## config.mk

```make
export PLATFORM = sky130hd
export DESIGN_NAME = apb_gpio_irq
export DESIGN_NICKNAME = d
export VERILOG_FILES = /design/src/rtl/apb_gpio_pkg.sv /design/src/rtl/gpio_sync_edge.sv /design/src/rtl/apb_gpio_irq.sv
export SDC_FILE = /design/constraint.sdc
export NUM_CORES = 1
export LEC_CHECK = 0
export BUFFER_PORTS_ARGS = -buffer_cell sky130_fd_sc_hd__buf_2
export CORE_MARGIN = 3
export CORE_UTILIZATION = 25
export CTS_CLUSTER_DIAMETER = 120
export DETAILED_ROUTE_END_ITERATION = 7
export HOLD_SLACK_MARGIN = 0.08
export REMOVE_ABC_BUFFERS = 1
export SYNTH_ARGS = -nofsm -noshare
export SYNTH_HDL_FRONTEND = slang
export SYNTH_SLANG_ARGS = --single-unit
```

## constraint.sdc

```tcl
create_clock -name PCLK -period 2 [get_ports PCLK]
set_input_delay 0.1 -clock PCLK [delete_from_list [all_inputs] [get_ports PCLK]]
set_output_delay 0.1 -clock PCLK [all_outputs]
set_load 0.05 [all_outputs]
```

## src/rtl/apb_gpio_pkg.sv

```systemverilog
// -----------------------------------------------------------------------------
// apb_gpio_pkg
// Shared definitions for the APB GPIO block with edge interrupts:
//   - ADDR_W           : APB byte-address width
//   - OFF_*            : register byte offsets
//   - reg_sel_e        : register select decoded from PADDR[4:2]
//   - addr_to_sel()    : byte address -> register select
//   - sel_is_mapped()  : 1 when the select hits an implemented register
// -----------------------------------------------------------------------------
package apb_gpio_pkg;

    localparam int ADDR_W = 5;

    localparam logic [ADDR_W-1:0] OFF_MODE    = 5'h00;
    localparam logic [ADDR_W-1:0] OFF_ODR     = 5'h04;
    localparam logic [ADDR_W-1:0] OFF_IDR     = 5'h08;
    localparam logic [ADDR_W-1:0] OFF_RISE_EN = 5'h0C;
    localparam logic [ADDR_W-1:0] OFF_FALL_EN = 5'h10;
    localparam logic [ADDR_W-1:0] OFF_ISR     = 5'h14;

    // Word index of each register; codes 6 and 7 are unmapped.
    typedef enum logic [2:0] {
        SEL_MODE    = OFF_MODE[4:2],
        SEL_ODR     = OFF_ODR[4:2],
        SEL_IDR     = OFF_IDR[4:2],
        SEL_RISE_EN = OFF_RISE_EN[4:2],
        SEL_FALL_EN = OFF_FALL_EN[4:2],
        SEL_ISR     = OFF_ISR[4:2],
        SEL_RSVD6   = 3'd6,
        SEL_RSVD7   = 3'd7
    } reg_sel_e;

    function automatic reg_sel_e addr_to_sel(input logic [ADDR_W-1:0] addr);
        return reg_sel_e'(addr[4:2]);
    endfunction

    function automatic logic sel_is_mapped(input reg_sel_e sel);
        return (sel != SEL_RSVD6) && (sel != SEL_RSVD7);
    endfunction

endpackage

```

## src/rtl/gpio_sync_edge.sv

```systemverilog
// -----------------------------------------------------------------------------
// gpio_sync_edge
// Per-pin metastability synchronizer followed by a previous-value flop, with
// combinational rise/fall detection between the synchronized and previous
// values.
// Ports:
//   PCLK      in   clock
//   PRESET    in   asynchronous active-high reset (clears all flops)
//   gpio_in   in   WIDTH  asynchronous pad inputs
//   sync_val  out  WIDTH  synchronized pin values (last chain stage)
//   rise      out  WIDTH  1 where sync_val = 1 and previous value = 0
//   fall      out  WIDTH  1 where sync_val = 0 and previous value = 1
// -----------------------------------------------------------------------------
module gpio_sync_edge #(
    parameter int WIDTH       = 8,
    parameter int SYNC_STAGES = 2
) (
    input  logic             PCLK,
    input  logic             PRESET,
    input  logic [WIDTH-1:0] gpio_in,
    output logic [WIDTH-1:0] sync_val,
    output logic [WIDTH-1:0] rise,
    output logic [WIDTH-1:0] fall
);

    logic [WIDTH-1:0] sync_p [SYNC_STAGES];
    logic [WIDTH-1:0] prev_p;

    always_ff @(posedge PCLK or posedge PRESET) begin
        if (PRESET) begin
            for (int s = 0; s < SYNC_STAGES; s++) begin
                sync_p[s] <= '0;
            end
            prev_p <= '0;
        end else begin
            // stage 0: first capture of the asynchronous pad value
            sync_p[0] <= gpio_in;
            // stages 1..SYNC_STAGES-1: resolution chain
            for (int s = 1; s < SYNC_STAGES; s++) begin
                sync_p[s] <= sync_p[s-1];
            end
            // previous-value stage for edge detection
            prev_p <= sync_p[SYNC_STAGES-1];
        end
    end

    assign sync_val = sync_p[SYNC_STAGES-1];
    assign rise     = sync_val & ~prev_p;
    assign fall     = ~sync_val & prev_p;

endmodule

```

## src/rtl/apb_gpio_irq.sv

```systemverilog
// -----------------------------------------------------------------------------
// apb_gpio_irq
// APB slave GPIO block: per-pin direction and output data, synchronized input
// read-back, and rising/falling edge interrupts collected in a W1C status
// register that drives a level interrupt.
// Ports:
//   PCLK, PRESET          clock, asynchronous active-high reset
//   PADDR[4:0]            byte address, [4:2] select the register
//   PWDATA[31:0]          write data (low WIDTH bits used)
//   PWRITE, PSEL, PENABLE APB control
//   PRDATA[31:0]          registered read data
//   PREADY                registered; high for one cycle after each access
//   PSLVERR               high with PREADY for unmapped addresses
//   gpio_in[WIDTH-1:0]    asynchronous pad inputs
//   gpio_out[WIDTH-1:0]   pad output data (ODR)
//   gpio_oe[WIDTH-1:0]    pad output enable (MODE), 1 = drive
//   irq                   OR of pending ISR bits
// Registers: 0x00 MODE, 0x04 ODR, 0x08 IDR (RO), 0x0C RISE_EN, 0x10 FALL_EN,
//            0x14 ISR (W1C). 0x18/0x1C respond with PSLVERR.
// -----------------------------------------------------------------------------
module apb_gpio_irq
    import apb_gpio_pkg::*;
#(
    parameter int WIDTH       = 8,
    parameter int SYNC_STAGES = 2
) (
    input  logic              PCLK,
    input  logic              PRESET,
    input  logic [ADDR_W-1:0] PADDR,
    input  logic [31:0]       PWDATA,
    input  logic              PWRITE,
    input  logic              PSEL,
    input  logic              PENABLE,
    output logic [31:0]       PRDATA,
    output logic              PREADY,
    output logic              PSLVERR,
    input  logic [WIDTH-1:0]  gpio_in,
    output logic [WIDTH-1:0]  gpio_out,
    output logic [WIDTH-1:0]  gpio_oe,
    output logic              irq
);

    // Register file
    logic [WIDTH-1:0] mode_q;
    logic [WIDTH-1:0] odr_q;
    logic [WIDTH-1:0] rise_en_q;
    logic [WIDTH-1:0] fall_en_q;
    logic [WIDTH-1:0] isr_q;

    // Pin path
    logic [WIDTH-1:0] pin_sync;
    logic [WIDTH-1:0] pin_rise;
    logic [WIDTH-1:0] pin_fall;
    logic [WIDTH-1:0] idr_val;

    // Access decode
    reg_sel_e         sel;
    logic             mapped;
    logic             first_acc;
    logic             wr_commit;
    logic             rd_load;
    logic [WIDTH-1:0] wdata;
    logic [WIDTH-1:0] rd_val;
    logic [WIDTH-1:0] isr_set;
    logic [WIDTH-1:0] isr_clr;

    // Upper write-data bits and the byte-lane address bits carry no meaning.
    logic unused_bits;
    assign unused_bits = ^{PWDATA, PADDR[1:0]};

    gpio_sync_edge #(
        .WIDTH       (WIDTH),
        .SYNC_STAGES (SYNC_STAGES)
    ) u_sync_edge (
        .PCLK     (PCLK),
        .PRESET   (PRESET),
        .gpio_in  (gpio_in),
        .sync_val (pin_sync),
        .rise     (pin_rise),
        .fall     (pin_fall)
    );

    // PREADY doubles as the APB state: IDLE/SETUP while PSEL&PENABLE is not
    // yet seen, ACCESS on the single cycle where the transfer is "first",
    // DONE while PREADY is high. Keying on ~PREADY keeps a held PENABLE from
    // committing the same write twice.
    assign first_acc = PSEL & PENABLE & ~PREADY;
    assign sel       = addr_to_sel(PADDR);
    assign mapped    = sel_is_mapped(sel);
    assign wr_commit = first_acc & PWRITE & mapped;
    assign rd_load   = first_acc & (~PWRITE | ~mapped);
    assign wdata     = PWDATA[WIDTH-1:0];

    // Output-mode pins read back the driven value, input-mode pins the pad.
    assign idr_val = (odr_q & mode_q) | (pin_sync & ~mode_q);

    always_comb begin
        rd_val = '0;
        case (sel)
            SEL_MODE:    rd_val = mode_q;
            SEL_ODR:     rd_val = odr_q;
            SEL_IDR:     rd_val = idr_val;
            SEL_RISE_EN: rd_val = rise_en_q;
            SEL_FALL_EN: rd_val = fall_en_q;
            SEL_ISR:     rd_val = isr_q;
            default:     rd_val = '0;
        endcase
    end

    // Edge events are qualified only by the enables, not by MODE.
    assign isr_set = (pin_rise & rise_en_q) | (pin_fall & fall_en_q);
    assign isr_clr = (wr_commit && (sel == SEL_ISR)) ? wdata : '0;

    always_ff @(posedge PCLK or posedge PRESET) begin
        if (PRESET) begin
            mode_q    <= '0;
            odr_q     <= '0;
            rise_en_q <= '0;
            fall_en_q <= '0;
            isr_q     <= '0;
        end else begin
            if (wr_commit) begin
                case (sel)
                    SEL_MODE:    mode_q    <= wdata;
                    SEL_ODR:     odr_q     <= wdata;
                    SEL_RISE_EN: rise_en_q <= wdata;
                    SEL_FALL_EN: fall_en_q <= wdata;
                    default:     ;
                endcase
            end
            // A new event in the clearing cycle survives the clear.
            isr_q <= (isr_q & ~isr_clr) | isr_set;
        end
    end

    always_ff @(posedge PCLK or posedge PRESET) begin
        if (PRESET) begin
            PREADY  <= 1'b0;
            PSLVERR <= 1'b0;
            PRDATA  <= '0;
        end else begin
            PREADY  <= first_acc;
            PSLVERR <= first_acc & ~mapped;
            // Writes leave PRDATA alone; unmapped accesses return zero.
            if (rd_load) begin
                PRDATA <= mapped ? 32'(rd_val) : 32'd0;
            end
        end
    end

    assign gpio_out = odr_q;
    assign gpio_oe  = mode_q;
    assign irq      = |isr_q;

endmodule

```

==> results of run 1 <==
==> cell usage in the layout, fill, tap and decap left out, drive strengths merged, types with 2 or more instances in the layout <==
cell,synthesis,routed
a21oi,7,7
buf,30,56
mux2,32,32
o21ai,9,9
conb,1,24
mux4,7,7
a31oi,3,3
nand2b,2,2
nand3b,10,10
nor2,15,15
nand2,16,16
inv,12,12
clkinv,0,3
mux2i,9,9
dfrtp,74,74
nor4,3,3
nor3,3,3
o211ai,10,10
clkbuf,1,10
dlygate4sd3,0,16
bufinv,0,2
a221oi,5,5
==> repair_timing <==
action,4_1_cts,5_1_grt
hold buffers,16,0
setup endpoints to repair,0,0
hold endpoints to repair,107,0
==> state kept, by name, summed over array words and instances, names as in the netlist <==
signal,flops
PRDATA,8
fall_en_q,8
gpio_oe,8
gpio_out,8
isr_q,8
rise_en_q,8
u_sync_edge.prev_p,8
u_sync_edge.sync_p,8
u_sync_edge.sync_val,8
PREADY,1
PSLVERR,1
==> power groups by stage <==
stage | combinational, uW | clock (uW) | sequential, uW
final | 1030 | 1710 | 1860
after global placement | 999 | 0 | 1880
after global routing | 1110 | 1830 | 1890
after CTS | 1050 | 1740 | 1860
after detailed placement | 1020 | 0 | 1890
after floorplan | 432 | 0 | 2190
==> logic make-up (layout without fill, tap and decap cells) <==
family | after synthesis | in the layout | synth area share, %
buffers and inverters | 43 | 99 | 8.57
other | 1 | 24 | 0.113
AO/OA/AOI/OAI | 35 | 35 | 6.80
multiplexers | 48 | 48 | 19.4
flip-flops | 74 | 74 | 55.6
AND/OR/NAND/NOR | 54 | 54 | 9.51
==> worst paths after layout <==
kind,to,cells past startpoint
worst min register to register,u_sync_edge.sync_val[2]$_DFF_PP0_,0
worst max register to register,isr_q[1]$_DFF_PP0_,5
worst min-delay path,gpio_out[0]$_DFFE_PP0P_,2
min in group asynchronous,u_sync_edge.sync_p[12]$_DFF_PP0_,4
max in group asynchronous,u_sync_edge.sync_p[10]$_DFF_PP0_,4
worst max-delay path,isr_q[1]$_DFF_PP0_,5
==> metal layers <==
metal | global-route usage [%] | vias to the layer above
li1 | - | 1011
met1 | 15.2 | 1104
met2 | 16.4 | 75
met3 | 3.78 | 9
met4 | 3.50 | 0
met5 | 0 | -
==> metrics by stage <==
step / instances / power, uW / area [sq um] / hold WS (ps) / worst slack, ps
after global routing: 506 / 4830 / 4190 / 95.3 / 139
after CTS: 506 / 4650 / 4190 / 84.6 / 245
after global placement: 475 / 2880 / 3710 / 208 / 342
after detailed placement: 475 / 2910 / 3710 / 210 / 305
after floorplan: 247 / 2620 / 3180 / 131 / 18.4
final: 506 / 4600 / 4190 / 87.9 / 275
==> final cells by class <==
cell class	count	area (sq um)	area share [%]
Timing Repair Buffer	72	480	11.5
Sequential cell	74	1850	44.2
Clock buffer	10	239	5.70
Multi-Input combinational cell	161	1280	30.5
Inverter	12	45.0	1.08
Tap cell	172	215	5.14
Clock inverter	5	78.8	1.88
==> critical path: stages, from the launching register on <==
cell and delay, ps:
dfrtp_1 380, nand3b_1 210, inv_1 140, nand4_1 370, o21ai_0 350, o211ai_1 140
==> flow_metrics.tcl, run 1 <==
set metrics [dict create \
    p_sw_share_pct 31.4 \
    start_util_pct 26.0 \
    drt-total-wl_um 7610 \
    reg2reg_slack_ps 270 \
    endpoint_kind "register" \
    synth-main-ff-cell "dfrtp_1" \
    ys_seq_area_share_pct 55.6 \
    p_sw_uw 1450 \
    finalClockSkew_ps 5.59 \
    powerDensity_nw_per_um2 1100 \
    route.detailed.wl_per_inst_um 15.0 \
    path_max_fanout 8 \
    met3_length_um 547 \
    synth_area_leaders "dfrtp_1 (56%), mux2_2 (8.1%), buf_4 (5.9%)" \
    grt_pass1_vias 2298 \
    root_buffer "clkbuf_16" \
    cts_setup_buffers 0 \
    ys_types 33 \
    yosys_warnings 0 \
    die_area_sq_um 14700 \
    synth_commonest_cells "dfrtp_1 (74), buf_4 (26), mux2_2 (24), nand2_1 (16), nor2_1 (15)" \
    io_buffers 50 \
    p_seq_share_pct 40.4 \
    hp-start "PWDATA[0]" \
    critPathLaunchType "register" \
    worst_pin_slew_ps 504 \
    fill_cells 1309 \
    yosysMostFrequentCell "dfrtp_1" \
    fp-row-count 41 \
    yosysTopAreaCell "dfrtp_1" \
    finalMaxSlewViolations 0 \
    routed.top_layer "met4" \
    synth_edf_count 0 \
    synthArstFlopShare_pct 100 \
    pwr-share-clk_pct 37.2 \
    drcViolationCount 0 \
    final_core_util_pct 32.7 \
    r2r_start "PREADY$_DFF_PP0_" \
    grt_start_max_net_pins 75 \
    finalSetupTns_ps 0 \
    relSlewSlack_pct 66.4 \
    grt_remaining_overflow 0 \
    finalSetupViolations 0 \
    period_share_pct 86.3 \
    dr_wl_met2_um 3480 \
    drv_cap 0 \
    grt_pass1_wl_um 12300 \
    syn_area_per_cell_sq_um 13.1 \
    post-route-min-period_ps 1730 \
    htree_levels 3 \
    synth-seq-cells 74 \
    final_antenna_net_count 0 \
    cts_tree "yes" \
    hold_viol 0 \
    irDropWorstVdd_v 0.000436 \
    antenna_found_initial 0 \
    clk_latency_ps 330 \
    syn2layout_area_growth_pct 25.8 \
    gp_congestion 0.764 \
    cp.required_ps 2200 \
    clock_sinks 74 \
    clkTransAtPathRegs_ps 60 \
    nNetsFinal 380 \
    drtIter0Drc 134 \
    detail_route.first_pass.iterations 4 \
    cts_resized 0 \
    syn-cell-area_sq_um 3330 \
    cp.arrival_ps 1920 \
    dieWidth_um 121 \
    power_leakage_uw 0.00189 \
    rsz0062_at_grt "false" \
    run_status "completed" \
    yosysTopAreaCellShare_pct 55.6 \
    drive_above_1_share_pct 34.4 \
    num_io_pins 101 \
    antennaDiodeCount 0 \
    min_path_type "primary input to register" \
    crit_type "register to register" \
    die_h_um 121 \
    vias 2199 \
    hpwlAfterDp_um 5380 \
    p_comb_share_pct 22.4 \
    clk_path_buf_depth 2 \
    track_usage_pct 11.1 \
    core_sq_um 12800 \
    met1_length_um 3470 \
    cp-startpoint "PREADY$_DFF_PP0_" \
    numCtsBuffers 9 \
    timing.fmax_ghz 0.580 \
    viasPerCell 4.35 \
    syn_inst 255 \
    intPower_uw 3160 \
]
(Power assumes the default switching activity.)
==> run 2, diff against run 1 <==
- CAP_MARGIN: default -> 20
- CORE_ASPECT_RATIO: default -> 0.75
==> run 2 against run 1 <==
Cell area grew 0.72%. Register-to-register slack lost 50 ps. Via count grew 1.8%. Non-clock buffer count grew 4. Combinational power is essentially flat. Count of clock-buffer cells in the layout grew 2. Global-route usage shrank 0.099 points. Sequential power is essentially flat. Wire length grew 0.63%. Sequential share of layout area shrank 0.31 points. Clock skew grew 0.89 ps. Largest power group unchanged. Highest routed layer unchanged.
==> flow_metrics.tcl, run 2 (synthesis gave the netlist of run 1 again) <==
set metrics [dict create \
    critPathLaunchType "register" \
    die_h_um 106 \
    hpwlAfterDp_um 5410 \
    nNetsFinal 384 \
    die_area_sq_um 14800 \
    drtIter0Drc 139 \
    fill_cells 1280 \
    drive_above_1_share_pct 34.2 \
    clk_path_buf_depth 2 \
    grt_util_met3_pct 4.23 \
    final_antenna_net_count 0 \
    gp_congestion 0.723 \
    timing.fmax_ghz 0.565 \
    clk_latency_ps 330 \
    timing.rr.end "isr_q[6]$_DFF_PP0_" \
    gr-max-usage-layer "met2" \
    post-route-min-period_ps 1770 \
    cts_setup_buffers 0 \
    root_buffer "clkbuf_16" \
    fp-row-count 35 \
    core_sq_um 12700 \
    hold_viol 0 \
    grt_remaining_overflow 0 \
    hold-worst-slack_ps 131 \
    cts_tree "yes" \
    r2r_start "PREADY$_DFF_PP0_" \
    final_core_util_pct 33.3 \
    crit_type "register to register" \
    route.detailed.wl_per_inst_um 15.2 \
    run_status "completed" \
    htree_levels 3 \
    endpoint_kind "register" \
    holdPathStages 3 \
    relSlewSlack_pct 65.1 \
    numCtsBuffers 9 \
    cp.arrival_ps 1970 \
    worst_pin_slew_ps 524 \
    grt_start_max_net_pins 75 \
    num_io_pins 101 \
    holdBufCountCts 19 \
    antennaDiodeCount 0 \
    worst_r2r_path_depth 5 \
    finalSetupViolations 0 \
    reg2reg_slack_ps 230 \
    grtUsageMet1_pct 14.5 \
    use_met2_pct 16.6 \
    viasPerCell 4.43 \
    drv_cap 0 \
    rsz0062_at_grt "false" \
    layout_commonest_cell "dfrtp_1" \
    drcViolationCount 0 \
    grt_pass1_vias 2253 \
    track_usage_pct 11.0 \
    powerDensity_nw_per_um2 1100 \
    min_path_type "primary input to register" \
    antenna_found_initial 0 \
    clkTransAtPathRegs_ps 60 \
    grt_pass1_wl_um 12600 \
    finalClockSkew_ps 6.48 \
    dp_slack_ps 248 \
    io_buffers 50 \
    setup.worst_path.end "isr_q[6]$_DFF_PP0_" \
    setup_ws_ps 229 \
    cp-startpoint "PREADY$_DFF_PP0_" \
    power_leakage_uw 0.00191 \
    period_share_pct 88.6 \
    final_cell_mix "dfrtp_1 (74), buf_2 (50), mux2_2 (24), conb_1 (24), dlygate4sd3_1 (19)" \
    detail_route.first_pass.iterations 4 \
    finalMaxSlewViolations 0 \
    syn2layout_area_growth_pct 26.7 \
    clock_sinks 74 \
    cts_resized 0 \
    irDropWorstVdd_v 0.000451 \
    finalSetupTns_ps 0 \
    vias 2238 \
    dieWidth_um 139 \
    path_max_fanout 8 \
    drt-total-wl_um 7650 \
    cp.required_ps 2200 \
    start_util_pct 26.3 \
]
==> run 2: layout make-up <==
class,instances,area (sq um),share of cell area [%]
multi-input combinational,161,1280,30.3
timing repair buffer,76,505,12.0
sequential,74,1850,43.9
inverter,12,45.0,1.07
tap,166,208,4.92
clock inverter,4,73.8,1.75
clock buffer,12,256,6.08
==> run 2: report_power, final <==
part	internal (uW)	switching, uW	leakage (uW)
logic	344	677	0.000856
registers	1700	171	0.000887
clock network	1160	595	0.000163
==> run 2: how the worst min path moves through the flow <==
stage,from,end,slack [ps]
after floorplan,gpio_in[2],u_sync_edge.sync_p[10]$_DFF_PP0_,130
after global placement,PRESET,u_sync_edge.sync_p[15]$_DFF_PP0_,210
after detailed placement,gpio_in[3],u_sync_edge.sync_p[11]$_DFF_PP0_,210
after CTS,PADDR[3],PSLVERR$_DFF_PP0_,120
after global routing,PADDR[3],PSLVERR$_DFF_PP0_,130
final,PADDR[3],PSLVERR$_DFF_PP0_,130
==> run 2: through the flow <==
step	instances	instance area (sq um)	total power [uW]
2_1_floorplan	247	3180	2620
3_3_place_gp	470	3700	2870
3_5_place_dp	470	3700	2900
4_1_cts	505	4220	4710
5_1_grt	505	4220	4870
6_report	505	4220	4650
==> run 2: worst max-delay path, cell delays in order (launching register included) <==
cell and delay (ps):
dfrtp_1 390, nand3b_1 200, inv_1 140, nand4_1 410
o21ai_0 360, o211ai_1 150
==> run 2: routing by layer <==
layer	vias up	part of all wire (%)
met3	14	7.9
met1	1122	44
li1	1024	-
met5	-	0
met4	0	1.5
met2	78	47
==> run 3, diff against run 2 <==
- ABC_AREA: default -> 1
==> run 3 against run 2 <==
Total power shrank 6.6%. Die area grew 4.5%. Critical path type is now primary input to register. Global-route usage grew 0.56 points. Wire length rose by 8.2%. Cell area increased by 2.0%.
==> flow_metrics.tcl, run 3 <==
set metrics [dict create \
    timing.fmax_ghz 0.595 \
    cp-startpoint "PADDR[4]" \
    synthArstFlopShare_pct 100 \
    grt_remaining_overflow 0 \
    clock_sinks 74 \
    finalMaxSlewViolations 0 \
    yosysMostFrequentCell "nand2_1" \
    finalSetupTns_ps 0 \
    path_max_fanout 11 \
    post-route-min-period_ps 1680 \
    drtIter0Drc 283 \
    synth-seq-cells 74 \
    syn_area_per_cell_sq_um 8.53 \
    root_buffer "clkbuf_16" \
    drive_above_1_share_pct 18.1 \
    final_cell_mix "nand2_1 (109), dfrtp_1 (74), inv_1 (51)" \
    syn_inst 409 \
    yosysTopAreaCell "dfrtp_1" \
    rsz0062_at_grt "false" \
    final_antenna_net_count 0 \
    drv_cap 0 \
    endpoint_kind "register" \
    clk_latency_ps 340 \
    syn-cell-area_sq_um 3490 \
    vias 2840 \
    hold_viol 0 \
    antenna_found_initial 0 \
    ys_types 23 \
    fill_cells 1377 \
    io_buffers 50 \
    yosys_warnings 0 \
    die_h_um 108 \
    dieWidth_um 142 \
    crit_type "primary input to register" \
    cts_tree "yes" \
    cts_setup_buffers 0 \
    fp-row-count 36 \
    viasPerCell 4.33 \
    drt-total-wl_um 8280 \
    ys_seq_area_share_pct 53.1 \
    grt_pass1_wl_um 13600 \
    power_leakage_uw 0.00215 \
    r2r_start "PREADY$_DFF_PP0_" \
    synth-main-ff-cell "dfrtp_1" \
    grt_pass1_vias 2651 \
    synth_commonest_cells "nand2_1 (109), dfrtp_1 (74), inv_1 (52), nor2_1 (37), buf_4 (26)" \
    path_buf_inv 5 \
    layout_commonest_cell "nand2_1" \
    synth_area_leaders "dfrtp_1 (53%), nand2_1 (12%), buf_4 (5.6%)" \
    detail_route.first_pass.iterations 4 \
    hpwlAfterDp_um 6010 \
    htree_levels 3 \
    cp.required_ps 2270 \
    routed.top_layer "met4" \
    num_io_pins 101 \
    crit_path_frequent_cell "nand2_1" \
    antennaDiodeCount 0 \
    yosysTopAreaCellShare_pct 53.1 \
    numCtsBuffers 9 \
    core_sq_um 13300 \
    clkTransAtPathRegs_ps 60 \
    die_area_sq_um 15400 \
    syn2layout_area_growth_pct 23.4 \
    powerDensity_nw_per_um2 1010 \
    slowest_stage "dlygate4sd3_1" \
    cp_top_family "buffers and inverters" \
    finalClockSkew_ps 7.30 \
    drcViolationCount 0 \
    grt_start_max_net_pins 57 \
    max_stage_delay_ps 530 \
    synth_edf_count 0 \
    min_path_type "primary input to register" \
    critPathLaunchType "primary input" \
    dr_wl_met2_um 3370 \
    met1_length_um 4080 \
    start_util_pct 26.2 \
    hp-start "PWDATA[0]" \
    gp_congestion 0.837 \
    run_status "completed" \
    met3_length_um 808 \
    path_cells "dlygate4sd3_1 > buf_2 > inv_2 > nand3_1 > inv_1 > nand2_1 > nand2_1 > inv_1 > nand2_1 > nand2_1 > nand2_1" \
    clk_path_buf_depth 2 \
    nNetsFinal 530 \
    route.detailed.wl_per_inst_um 12.6 \
    p_total_uw 4340 \
    period_share_pct 84.0 \
    cp.arrival_ps 1960 \
    finalSetupViolations 0 \
    track_usage_pct 11.5 \
    irDropWorstVdd_v 0.000464 \
]
run 3: changes by cell type in the layout (fill, tap and decap cells not counted), moves of 11 or more:
cell	previous run	this run
nand3_1	0	21
nand2_1	16	109
mux2_2	24	0
nand4_1	1	12
o21ai_1	0	18
nor2_1	15	37
inv_1	9	51
run 3: repair_timing:
action,in CTS,in global routing
gates resized for setup,0,0
hold buffers,17,0
setup endpoints to repair,0,0
endpoints found under the hold margin,38,0
run 3: final cells by class:
type | count | area (sq um) | share of cell area [%]
repair buffers | 71 | 463 | 10.8
well taps | 171 | 214 | 4.97
clock buffers | 9 | 225 | 5.23
flip-flops and latches | 74 | 1850 | 43.0
inverters | 53 | 199 | 4.62
multi-input cells | 271 | 1270 | 29.6
clock inverters | 7 | 78.8 | 1.83
run 3: where the power goes:
group	switching (uW)	leakage, uW	total (uW)	internal (uW)
combinational	684	0.00109	910	226
clock	646	0.000144	1620	975
sequential	140	0.000910	1810	1670
run 3: layer usage:
layer  global-route usage (%)  vias up
met3                     4.60        2
met4                     2.78        0
met2                     16.2      110
met1                     16.5     1326
met5                        0        -
li1                         -     1402
run 3: path summary, 6_finish.rpt:
path | endpoint | depth (start not counted) | slack (ps)
max in group asynchronous | PRDATA[5]$_DFFE_PP0P_ | 4 | 1090
min reg2reg | u_sync_edge.sync_val[6]$_DFF_PP0_ | 0 | 350
max | PRDATA[6]$_DFFE_PP0P_ | 11 | 320
min | gpio_out[0]$_DFFE_PP0P_ | 3 | 100
max reg2reg | gpio_out[4]$_DFFE_PP0P_ | 6 | 430
min in group asynchronous | u_sync_edge.sync_p[10]$_DFF_PP0_ | 3 | 290
run 3: worst min-delay path, stage by stage:
cell and delay [ps]:
buf_2 80, inv_1 80, o21ai_2 130
run 3: through the flow:
stage	worst slack, ps	std cells	hold slack, ps	util, %	instance area (sq um)
finish	319	656	95.1	32.3	4300
global route	184	656	105	32.3	4300
floorplan	18.4	398	131	-	3320
CTS	358	656	92.6	32.3	4300
global placement	469	623	109	28.7	3830
detailed placement	428	623	120	28.7	3830
run 3: cells by family (layout without fill, tap and decap cells):
family,after synthesis,after routing,synth area share [%]
AND/OR/NAND/NOR,197,197,25.8
buffers and inverters,87,140,12.9
flip-flops,74,74,53.1
AO/OA/AOI/OAI,50,50,8.07
other,1,24,0.108
